--- src/rtl/rv_pkg.sv ---
// Shared RV32I encodings for the execute stage: writeback selects, ALU and branch funct3 codes,
// and the bit positions inside BrOp.
package rv_pkg;

  localparam int unsigned REG_IDX_W = 5;

  localparam logic [1:0] RF_ALU = 2'b00;
  localparam logic [1:0] RF_MEM = 2'b01;
  localparam logic [1:0] RF_PC4 = 2'b10;

  localparam logic [2:0] F3_ADD  = 3'b000;
  localparam logic [2:0] F3_SLL  = 3'b001;
  localparam logic [2:0] F3_SLT  = 3'b010;
  localparam logic [2:0] F3_SLTU = 3'b011;
  localparam logic [2:0] F3_XOR  = 3'b100;
  localparam logic [2:0] F3_SR   = 3'b101;
  localparam logic [2:0] F3_OR   = 3'b110;
  localparam logic [2:0] F3_AND  = 3'b111;

  localparam logic [2:0] BR_EQ  = 3'b000;
  localparam logic [2:0] BR_NE  = 3'b001;
  localparam logic [2:0] BR_LT  = 3'b100;
  localparam logic [2:0] BR_GE  = 3'b101;
  localparam logic [2:0] BR_LTU = 3'b110;
  localparam logic [2:0] BR_GEU = 3'b111;

  localparam int unsigned BROP_JUMP   = 4;
  localparam int unsigned BROP_BRANCH = 3;

endpackage

--- src/rtl/rv_alu.sv ---
// Combinational RV32I integer ALU; immediate forms never subtract.
module rv_alu
  import rv_pkg::*;
#(
  parameter int unsigned XLEN = 32
) (
  input  logic [XLEN-1:0] op1,
  input  logic [XLEN-1:0] op2,
  input  logic [2:0]      funct3,
  input  logic            type_alu,
  input  logic            is_imm,
  output logic [XLEN-1:0] result_c
);

  localparam int unsigned SHAMT_W = 5;

  logic [SHAMT_W-1:0] shamt;
  assign shamt = op2[SHAMT_W-1:0];

  always_comb begin
    result_c = '0;
    case (funct3)
      F3_ADD:  result_c = (type_alu && !is_imm) ? (op1 - op2) : (op1 + op2);
      F3_SLL:  result_c = op1 << shamt;
      F3_SLT:  result_c = XLEN'($signed(op1) < $signed(op2));
      F3_SLTU: result_c = XLEN'(op1 < op2);
      F3_XOR:  result_c = op1 ^ op2;
      F3_SR:   result_c = type_alu ? XLEN'($signed(op1) >>> shamt) : (op1 >> shamt);
      F3_OR:   result_c = op1 | op2;
      F3_AND:  result_c = op1 & op2;
    endcase
  end

endmodule

--- src/rtl/ex_stage.sv ---
// Execute stage: operand forwarding, ALU, branch/jump resolution and the EX/MEM register.
module ex_stage
  import rv_pkg::*;
#(
  parameter int unsigned XLEN     = 32,
  parameter logic [31:0] RESET_PC = 32'h0000_0000
) (
  input  logic                 clk,
  input  logic                 rst,
  input  logic [XLEN-1:0]      sum_out_in,
  input  logic [XLEN-1:0]      pc_out_in,
  input  logic [XLEN-1:0]      data1_in,
  input  logic [XLEN-1:0]      data2_in,
  input  logic [XLEN-1:0]      imm_in,
  input  logic [REG_IDX_W-1:0] rs1_in,
  input  logic [REG_IDX_W-1:0] rs2_in,
  input  logic [REG_IDX_W-1:0] rd_in,
  input  logic                 we_in,
  input  logic                 store_in,
  input  logic                 load_in,
  input  logic [1:0]           controlRF_in,
  input  logic                 controlALU_in,
  input  logic                 controlOp1_in,
  input  logic [2:0]           funct3_alu_in,
  input  logic                 Type_alu_in,
  input  logic [2:0]           Type_dm_in,
  input  logic [4:0]           BrOp_in,
  input  logic                 wb_we,
  input  logic [REG_IDX_W-1:0] wb_rd,
  input  logic [XLEN-1:0]      wb_data,
  input  logic                 mem_stall,
  output logic [XLEN-1:0]      alu_q,
  output logic [XLEN-1:0]      store_data_q,
  output logic [XLEN-1:0]      pc4_q,
  output logic [REG_IDX_W-1:0] rd_q,
  output logic                 we_q,
  output logic                 store_q,
  output logic                 load_q,
  output logic [1:0]           controlRF_q,
  output logic [2:0]           Type_dm_q,
  output logic                 NextPCSrc,
  output logic [XLEN-1:0]      branch_target
);

  logic [XLEN-1:0] exmem_val_c, fwd_rs1_c, fwd_rs2_c, op1_c, op2_c, alu_res_c;
  logic            exmem_fwd_ok_c, br_cond_c;

  logic [XLEN-1:0]      alu_d, store_data_d, pc4_d;
  logic [REG_IDX_W-1:0] rd_d;
  logic                 we_d, store_d, load_d;
  logic [1:0]           controlRF_d;
  logic [2:0]           Type_dm_d;

  // Load data is not available yet in EX/MEM, so only ALU/PC+4 results forward from there.
  assign exmem_fwd_ok_c = we_q && !load_q && (controlRF_q != RF_MEM);
  assign exmem_val_c    = (controlRF_q == RF_PC4) ? pc4_q : alu_q;

  always_comb begin
    fwd_rs1_c = data1_in;
    if (rs1_in == '0)                            fwd_rs1_c = '0;
    else if (exmem_fwd_ok_c && (rd_q == rs1_in)) fwd_rs1_c = exmem_val_c;
    else if (wb_we && (wb_rd == rs1_in))         fwd_rs1_c = wb_data;
  end

  always_comb begin
    fwd_rs2_c = data2_in;
    if (rs2_in == '0)                            fwd_rs2_c = '0;
    else if (exmem_fwd_ok_c && (rd_q == rs2_in)) fwd_rs2_c = exmem_val_c;
    else if (wb_we && (wb_rd == rs2_in))         fwd_rs2_c = wb_data;
  end

  assign op1_c = controlOp1_in ? pc_out_in : fwd_rs1_c;
  assign op2_c = controlALU_in ? imm_in    : fwd_rs2_c;

  rv_alu #(.XLEN(XLEN)) u_alu (
    .op1      (op1_c),
    .op2      (op2_c),
    .funct3   (funct3_alu_in),
    .type_alu (Type_alu_in),
    .is_imm   (controlALU_in),
    .result_c (alu_res_c)
  );

  always_comb begin
    br_cond_c = 1'b0;
    case (BrOp_in[2:0])
      BR_EQ:   br_cond_c = (fwd_rs1_c == fwd_rs2_c);
      BR_NE:   br_cond_c = (fwd_rs1_c != fwd_rs2_c);
      BR_LT:   br_cond_c = ($signed(fwd_rs1_c) < $signed(fwd_rs2_c));
      BR_GE:   br_cond_c = ($signed(fwd_rs1_c) >= $signed(fwd_rs2_c));
      BR_LTU:  br_cond_c = (fwd_rs1_c < fwd_rs2_c);
      BR_GEU:  br_cond_c = (fwd_rs1_c >= fwd_rs2_c);
      default: br_cond_c = 1'b0;
    endcase
  end

  assign NextPCSrc     = rst && (BrOp_in[BROP_JUMP] || (BrOp_in[BROP_BRANCH] && br_cond_c));
  assign branch_target = {alu_res_c[XLEN-1:1], 1'b0};

  // EX/MEM next state: hold under mem_stall, otherwise capture the instruction in EX.
  always_comb begin
    alu_d        = alu_q;
    store_data_d = store_data_q;
    pc4_d        = pc4_q;
    rd_d         = rd_q;
    we_d         = we_q;
    store_d      = store_q;
    load_d       = load_q;
    controlRF_d  = controlRF_q;
    Type_dm_d    = Type_dm_q;
    if (!mem_stall) begin
      alu_d        = alu_res_c;
      store_data_d = fwd_rs2_c;
      pc4_d        = sum_out_in;
      rd_d         = rd_in;
      we_d         = we_in;
      store_d      = store_in;
      load_d       = load_in;
      controlRF_d  = controlRF_in;
      Type_dm_d    = Type_dm_in;
    end
  end

  always_ff @(posedge clk or negedge rst) begin
    if (!rst) begin
      alu_q        <= '0;
      store_data_q <= '0;
      pc4_q        <= XLEN'(RESET_PC);
      rd_q         <= '0;
      we_q         <= 1'b0;
      store_q      <= 1'b0;
      load_q       <= 1'b0;
      controlRF_q  <= '0;
      Type_dm_q    <= '0;
    end else begin
      alu_q        <= alu_d;
      store_data_q <= store_data_d;
      pc4_q        <= pc4_d;
      rd_q         <= rd_d;
      we_q         <= we_d;
      store_q      <= store_d;
      load_q       <= load_d;
      controlRF_q  <= controlRF_d;
      Type_dm_q    <= Type_dm_d;
    end
  end

endmodule

--- config.mk ---
export PLATFORM = sky130hd
export DESIGN_NAME = ex_stage
export DESIGN_NICKNAME = d
export VERILOG_FILES = /design/src/rtl/rv_pkg.sv /design/src/rtl/rv_alu.sv /design/src/rtl/ex_stage.sv
export SDC_FILE = /design/constraint.sdc
export NUM_CORES = 1
export LEC_CHECK = 0
export ABC_AREA = 1
export ABC_CLOCK_PERIOD_IN_PS = 8100
export CAP_MARGIN = 0
export CORE_ASPECT_RATIO = 1.2
export CORE_UTILIZATION = 35
export CTS_BUF_LIST = sky130_fd_sc_hd__clkbuf_4 sky130_fd_sc_hd__clkbuf_8
export DETAILED_ROUTE_END_ITERATION = 6
export PLACE_DENSITY_LB_ADDON = 0.08
export SYNTH_ARGS = -nofsm -noshare
export SYNTH_HDL_FRONTEND = slang
export SYNTH_SLANG_ARGS = --single-unit
export TNS_END_PERCENT = 30
--- constraint.sdc ---
create_clock -name clk -period 8.1 [get_ports clk]
set_input_delay 2.025 -clock clk [delete_from_list [all_inputs] [get_ports clk]]
set_output_delay 2.025 -clock clk [all_outputs]
set_load 0.01 [all_outputs]
==> results of run 1 <==
## area by class of cell
class                   instances  share of cell area
clock buffers                  10             0.00472
repair buffers               1062               0.330
clock inverters                 6             0.00225
diodes                          4            0.000360
inverters                     322              0.0440
flip-flops and latches        109              0.0981
well taps                     637              0.0287
multi-input cells            2475               0.492
## critical path, delay by kind of cell
kind            cells  cell delay (ns)
compound gates      5             0.76
xor+xnor            2             0.36
fa+ha+maj           1             0.31
simple gates       15             1.51
buf+inv             6             1.14
## synth_stat cells (33+ instances only)
cell / number / area share
nand2_1: 1133 / 0.25
nand3_1: 526 / 0.15
inv_1: 300 / 0.065
o21ai_0: 154 / 0.044
a21oi_1: 131 / 0.038
ha_1: 129 / 0.093
nor2_1: 120 / 0.026
dfrtp_1: 109 / 0.16
clkbuf_1: 83 / 0.018
buf_2: 52 / 0.015
buf_4: 49 / 0.021
o21ai_1: 33 / 0.0095
## how the worst max path moves through the flow
| stage | from | to | slack [ns] | cells after the start |
|---|---|---|---|---|
| final | rs2_in[3] | branch_target[15] | -0.04 | 29 |
| after global placement | rs1_in[0] | branch_target[17] | -1.38 | 32 |
| after global routing | rs2_in[3] | branch_target[15] | -0.15 | 27 |
| after CTS | rs2_in[3] | branch_target[27] | 0.003 | 30 |
| after detailed placement | wb_rd[0] | branch_target[17] | -1.38 | 32 |
| after floorplan | rs2_in[3] | branch_target[31] | 0.57 | 29 |
## routing by layer
layer	share of wire	vias up	track usage	wire length (um)
li1	-	11800	-	-
met1	0.35	12100	0.485	41000
met2	0.45	1506	0.739	52400
met3	0.089	514	0.114	10300
met4	0.11	0	0.415	13000
met5	0	-	0	0
## power breakdown
part,internal [mW],switching (mW)
sequential,0.607,0.0627
combinational,1.11,1.54
clock,0.124,0.259
## metrics by stage
stage                     cells  setup slack (ns)
final                      4625           -0.0364
after global routing       4624            -0.152
after CTS                  4599           0.00348
after detailed placement   4554             -1.38
after global placement     4554             -1.38
after floorplan            3109             0.565
## sequential cells by signal, indices dropped and copies added, names as in the netlist
signal,flops
Type_dm_q,3
load_q,1
pc4_q,32
we_q,1
rd_q,5
store_data_q,32
store_q,1
controlRF_q,2
alu_q,32
## kinds of logic after synthesis
family                   after synthesis  synth area share
buffers and inverters                525             0.129
adder cells (fa/ha/maj)              131            0.0954
flip-flops                           109             0.157
multiplexers                           1          0.000577
AND/OR/NAND/NOR                     1893             0.465
AO/OA/AOI/OAI                        421             0.139
XOR/XNOR                              28            0.0141
other                                  1          0.000216
## what timing repair did
item	CTS	global route
gates cloned	3	1
pin swaps	49	55
hold buffers	0	0
hold endpoints to repair	0	0
endpoints found under the setup margin	32	31
buffers inserted	26	21
gates resized for setup	271	187
==> flow_summary.toml, run 1 <==
[run_status]
status = "complete, but fails checks"
violations = "setup timing"

[timing]
fin_crit_ns = 8.14
skew_ns = 0.0332
maxSlewViolCount = 0
min_period_over_period = 1.00
hold_viol = 0
fin_setup_tns_ns = -0.0603
relSlewSlack = 0.296
tightest_slew_ns = 1.06
finalSetupViolations = 2
fin_hold_ws_ns = 0.501
fmax_ghz = 0.123
rsz0062_at_grt = "yes"
worst_slack_ns = -0.0364

[placement]
routabilityCongestion = 1.09
port_buffers = 375
dp_hpwl_mm = 95.5
place_area_sq_um = 25900

[clock_tree]
cts_tree = "built"
clk_path_buf_depth = 2
clk_latency_ns = 0.48
cts_root_buffer = "clkbuf_8"
htree_levels = 3
path_clk_slew_ns = 0.14
clock-sinks = 109
cts-buffers-inserted = 9

[cells_and_area]
nets = 4345
seqCellArea_sq_um = 2730
fillCellCount = 4895
post-route-util = 0.568
multi_input_area_sq_um = 13700
drive_gt1_frac = 0.265
area_growth_pct = 60.3
design_area_sq_um = 27800
layout_commonest_cell = "nand2_1"
layout_common_cells = "nand2_1, buf_4, nand3_1"

[yosys]
synthCells = 3109
synth_edf_count = 0
mappedNetlistArea_sq_um = 17300
synth_seq_cells = 109
yosysSeqAreaShare = 0.157
synth_cell_type_count = 53
syn-num-nets = 3475
ys_warn_count = 0
async_reset_ff_frac = 1.00
syn_avg_cell_area_sq_um = 5.58
synth_ff_type = "dfrtp_1"

[die]
fp.dieArea_sq_um = 50500
initial_utilization = 0.354
ios = 377
die_w_um = 205
rows = 89
core-area_sq_um = 49000
die_h_um = 246

[critical_path]
regToRegSetupSlack_ns = 2.97
rr_endpoint = "alu_q[17]"
crit_top_cell = "nand2_1"
crit_fanout = 14
worstRegToRegCells = 33
crit_arrival_ns = 6.11
cpPeakStageDelay_ns = 0.31
path_class = "input port to output port"
cp-start-kind = "input port"
critPathSlowestCell = "ha_1"
reg2reg_from = "controlRF_q[0]"
cp.required_ns = 6.08
cp-end-kind = "output port"

[min_path]
min-delay-start = "store_data_q[5]"
whs_path_depth = 2
holdPathEnd = "store_data_q[5]"
min_path_type = "flip-flop to flip-flop"

[run]
max-cap-violations = 0

[route]
drt_iter0_markers = 2370
drtAntennaViolNets = 0
drt-total-wl_mm = 117
drc = 0
vias_per_cell = 5.61
wl_per_cell_um = 25.3
first_pass_iters = 6
num_vias = 26000

[power]
total_power_mw = 3.70
p_per_area_nw_per_um2 = 133
p_leak_nw = 14.6
vdd_ir_drop_max_mv = 0.142

[global_route]
gr-total-overflow = 0
antenna_found_initial = 4
grt_pass1_vias = 25500
grt_max_degree = 90
grt_usage = 0.455
grt_pass1_wl_mm = 166
Power figures use the tool's default switching activity.
==> run 2, diff against run 1 <==
--- a/config.mk
+++ b/config.mk
@@ -9,6 +9,7 @@
 export ABC_CLOCK_PERIOD_IN_PS = 8100
 export CAP_MARGIN = 0
 export CORE_ASPECT_RATIO = 1.2
+export CORE_MARGIN = 4
 export CORE_UTILIZATION = 35
 export CTS_BUF_LIST = sky130_fd_sc_hd__clkbuf_4 sky130_fd_sc_hd__clkbuf_8
 export DETAILED_ROUTE_END_ITERATION = 6
==> flow_summary.toml, run 2 (synthesized netlist as in run 1, its figures left out) <==
[run_status]
status = "finished, final reports clean"

[clock_tree]
cts_root_buffer = "clkbuf_8"
clk_latency_ns = 0.46
clock-sinks = 109
clk_path_buf_depth = 2
cts_tree = "built"
path_clk_slew_ns = 0.14
cts-buffers-inserted = 9
htree_levels = 3

[timing]
min_period_over_period = 0.997
skew_ns = 0.0329
fin_crit_ns = 8.08
fmax_ghz = 0.124
finalSetupViolations = 0
tightest_slew_ns = 0.930
rsz0062_at_grt = "yes"
maxSlewViolCount = 0
hold_viol = 0
relSlewSlack = 0.373

[route]
num_vias = 25900
wl_per_cell_um = 25.3
drc = 0
first_pass_iters = 7
vias_per_cell = 5.58
drt-total-wl_mm = 117
drt_iter0_markers = 2713
drtAntennaViolNets = 0

[critical_path]
path_class = "input port to output port"
cp.required_ns = 6.08
crit_fanout = 6
crit_arrival_ns = 6.05
cp-end-kind = "output port"
cp-start-kind = "input port"

[global_route]
gr-total-overflow = 0
antenna_found_initial = 7
grt_max_degree = 88
grt_pass1_wl_mm = 164
grt_usage = 0.418
grt_pass1_vias = 25300

[die]
ios = 377
fp.dieArea_sq_um = 53200
die_h_um = 252
die_w_um = 211
core-area_sq_um = 49100
initial_utilization = 0.353
rows = 89

[placement]
port_buffers = 375
routabilityCongestion = 1.12
dp.cells = 4559
dp_hpwl_mm = 96.6

[min_path]
min_path_type = "flip-flop to flip-flop"

[cells_and_area]
layout_common_cells = "nand2_1, buf_4, nand3_1"
layout_commonest_cell = "nand2_1"
drive_gt1_frac = 0.267
final_cells = 4637
nets = 4355
area_growth_pct = 61.9
largest_registers = "alu_q: 32 flops, pc4_q: 32 flops, store_data_q: 32 flops"

[run]
max-cap-violations = 0

[power]
p_leak_nw = 14.7
total_power_mw = 3.74
p_per_area_nw_per_um2 = 133
vdd_ir_drop_max_mv = 0.121
[run 2: cell count changes in the layout (fill, tap and decap cells not counted), moves of 7 or more]
cell,delta
inv_2,+9
o21ai_2,+8
buf_12,+12
inv_1,-7
buf_4,-8
nand3_1,+12
nand3_2,-14
[run 2: routing by layer]
metal  track usage  part of all wire  vias to the layer above
met3        0.0836             0.077                      497
met1         0.454              0.35                    12100
li1              -                 -                    11900
met5             0           0.00016                        -
met2         0.686              0.46                     1431
met4         0.377              0.12                        2
[run 2: path summary, 6_finish.rpt]
kind | from | depth (start not counted) | to | slack [ns]
setup reg to reg | controlRF_q[0] | 23 | alu_q[0] | 2.96
hold reg to reg | store_data_q[31] | 2 | store_data_q[31] | 0.51
max in group asynchronous | rst | 2 | alu_q[16] | 5.17
min in group asynchronous | rst | 1 | rd_q[4] | 1.58
hold / removal | store_data_q[31] | 2 | store_data_q[31] | 0.51
setup / recovery | rs2_in[0] | 28 | branch_target[26] | 0.02
[run 2: cell type report]
cell class / count / area, sq um
diodes: 6 / 15.0
clock buffers: 9 / 124
clock inverters: 7 / 106
fillers: 4864 / 21000
inverters: 322 / 1210
multi-input cells: 2475 / 13700
flip-flops and latches: 109 / 2730
well taps: 637 / 797
repair buffers: 1072 / 9390
[run 2: power by group]
group / leakage [nW] / total [mW] / switching [mW] / internal, mW
Sequential: 1.35 / 0.671 / 0.0640 / 0.607
Clock: 0.111 / 0.399 / 0.268 / 0.132
Combinational: 13.3 / 2.67 / 1.53 / 1.14
[run 2: what timing repair did]
| action | in CTS | in global routing |
|---|---|---|
| hold buffers | 0 | 0 |
| gates cloned | 1 | 3 |
| resized for setup | 222 | 233 |
| hold endpoints to repair | 0 | 0 |
| pin swaps | 32 | 53 |
| buffers inserted | 24 | 28 |
| endpoints found under the setup margin | 32 | 31 |
[run 2: through the flow]
| stage | setup WS, ns | hold slack [ns] | area (sq um) | util | TNS [ns] |
|---|---|---|---|---|---|
| 2_1_floorplan | 0.565 | 0.515 | 17300 | - | 0 |
| 3_3_place_gp | -0.958 | 0.462 | 26100 | 0.531 | -20.86 |
| 3_5_place_dp | -0.949 | 0.473 | 26100 | 0.531 | -20.96 |
| 4_1_cts | -0.0324 | 0.505 | 27100 | 0.553 | -0.0621 |
| 5_1_grt | -0.178 | 0.533 | 28100 | 0.572 | -1.04 |
| 6_report | 0.0224 | 0.505 | 28100 | 0.572 | 0 |
[run 2: worst max-delay path, cell delays in order]
cell           delay [ns]
dlygate4sd2_1        0.26
buf_4                0.14
xor2_1               0.14
nor2_2               0.11
buf_4                0.15
buf_6                0.14
buf_4                0.14
nand3_1              0.20
nand3_2              0.22
nand2_1              0.08
o21ai_2              0.12
inv_1                0.08
ha_1                 0.37
nor2_4               0.21
inv_2                0.08
nor2_1               0.09
inv_1                0.07
nor3_2               0.23
nand4_1              0.15
nand3_2              0.14
buf_4                0.11
nand2_1              0.05
o21ai_2              0.07
xor2_1               0.17
nand2_1              0.09
nand4_1              0.15
buf_6                0.16
buf_6                0.11
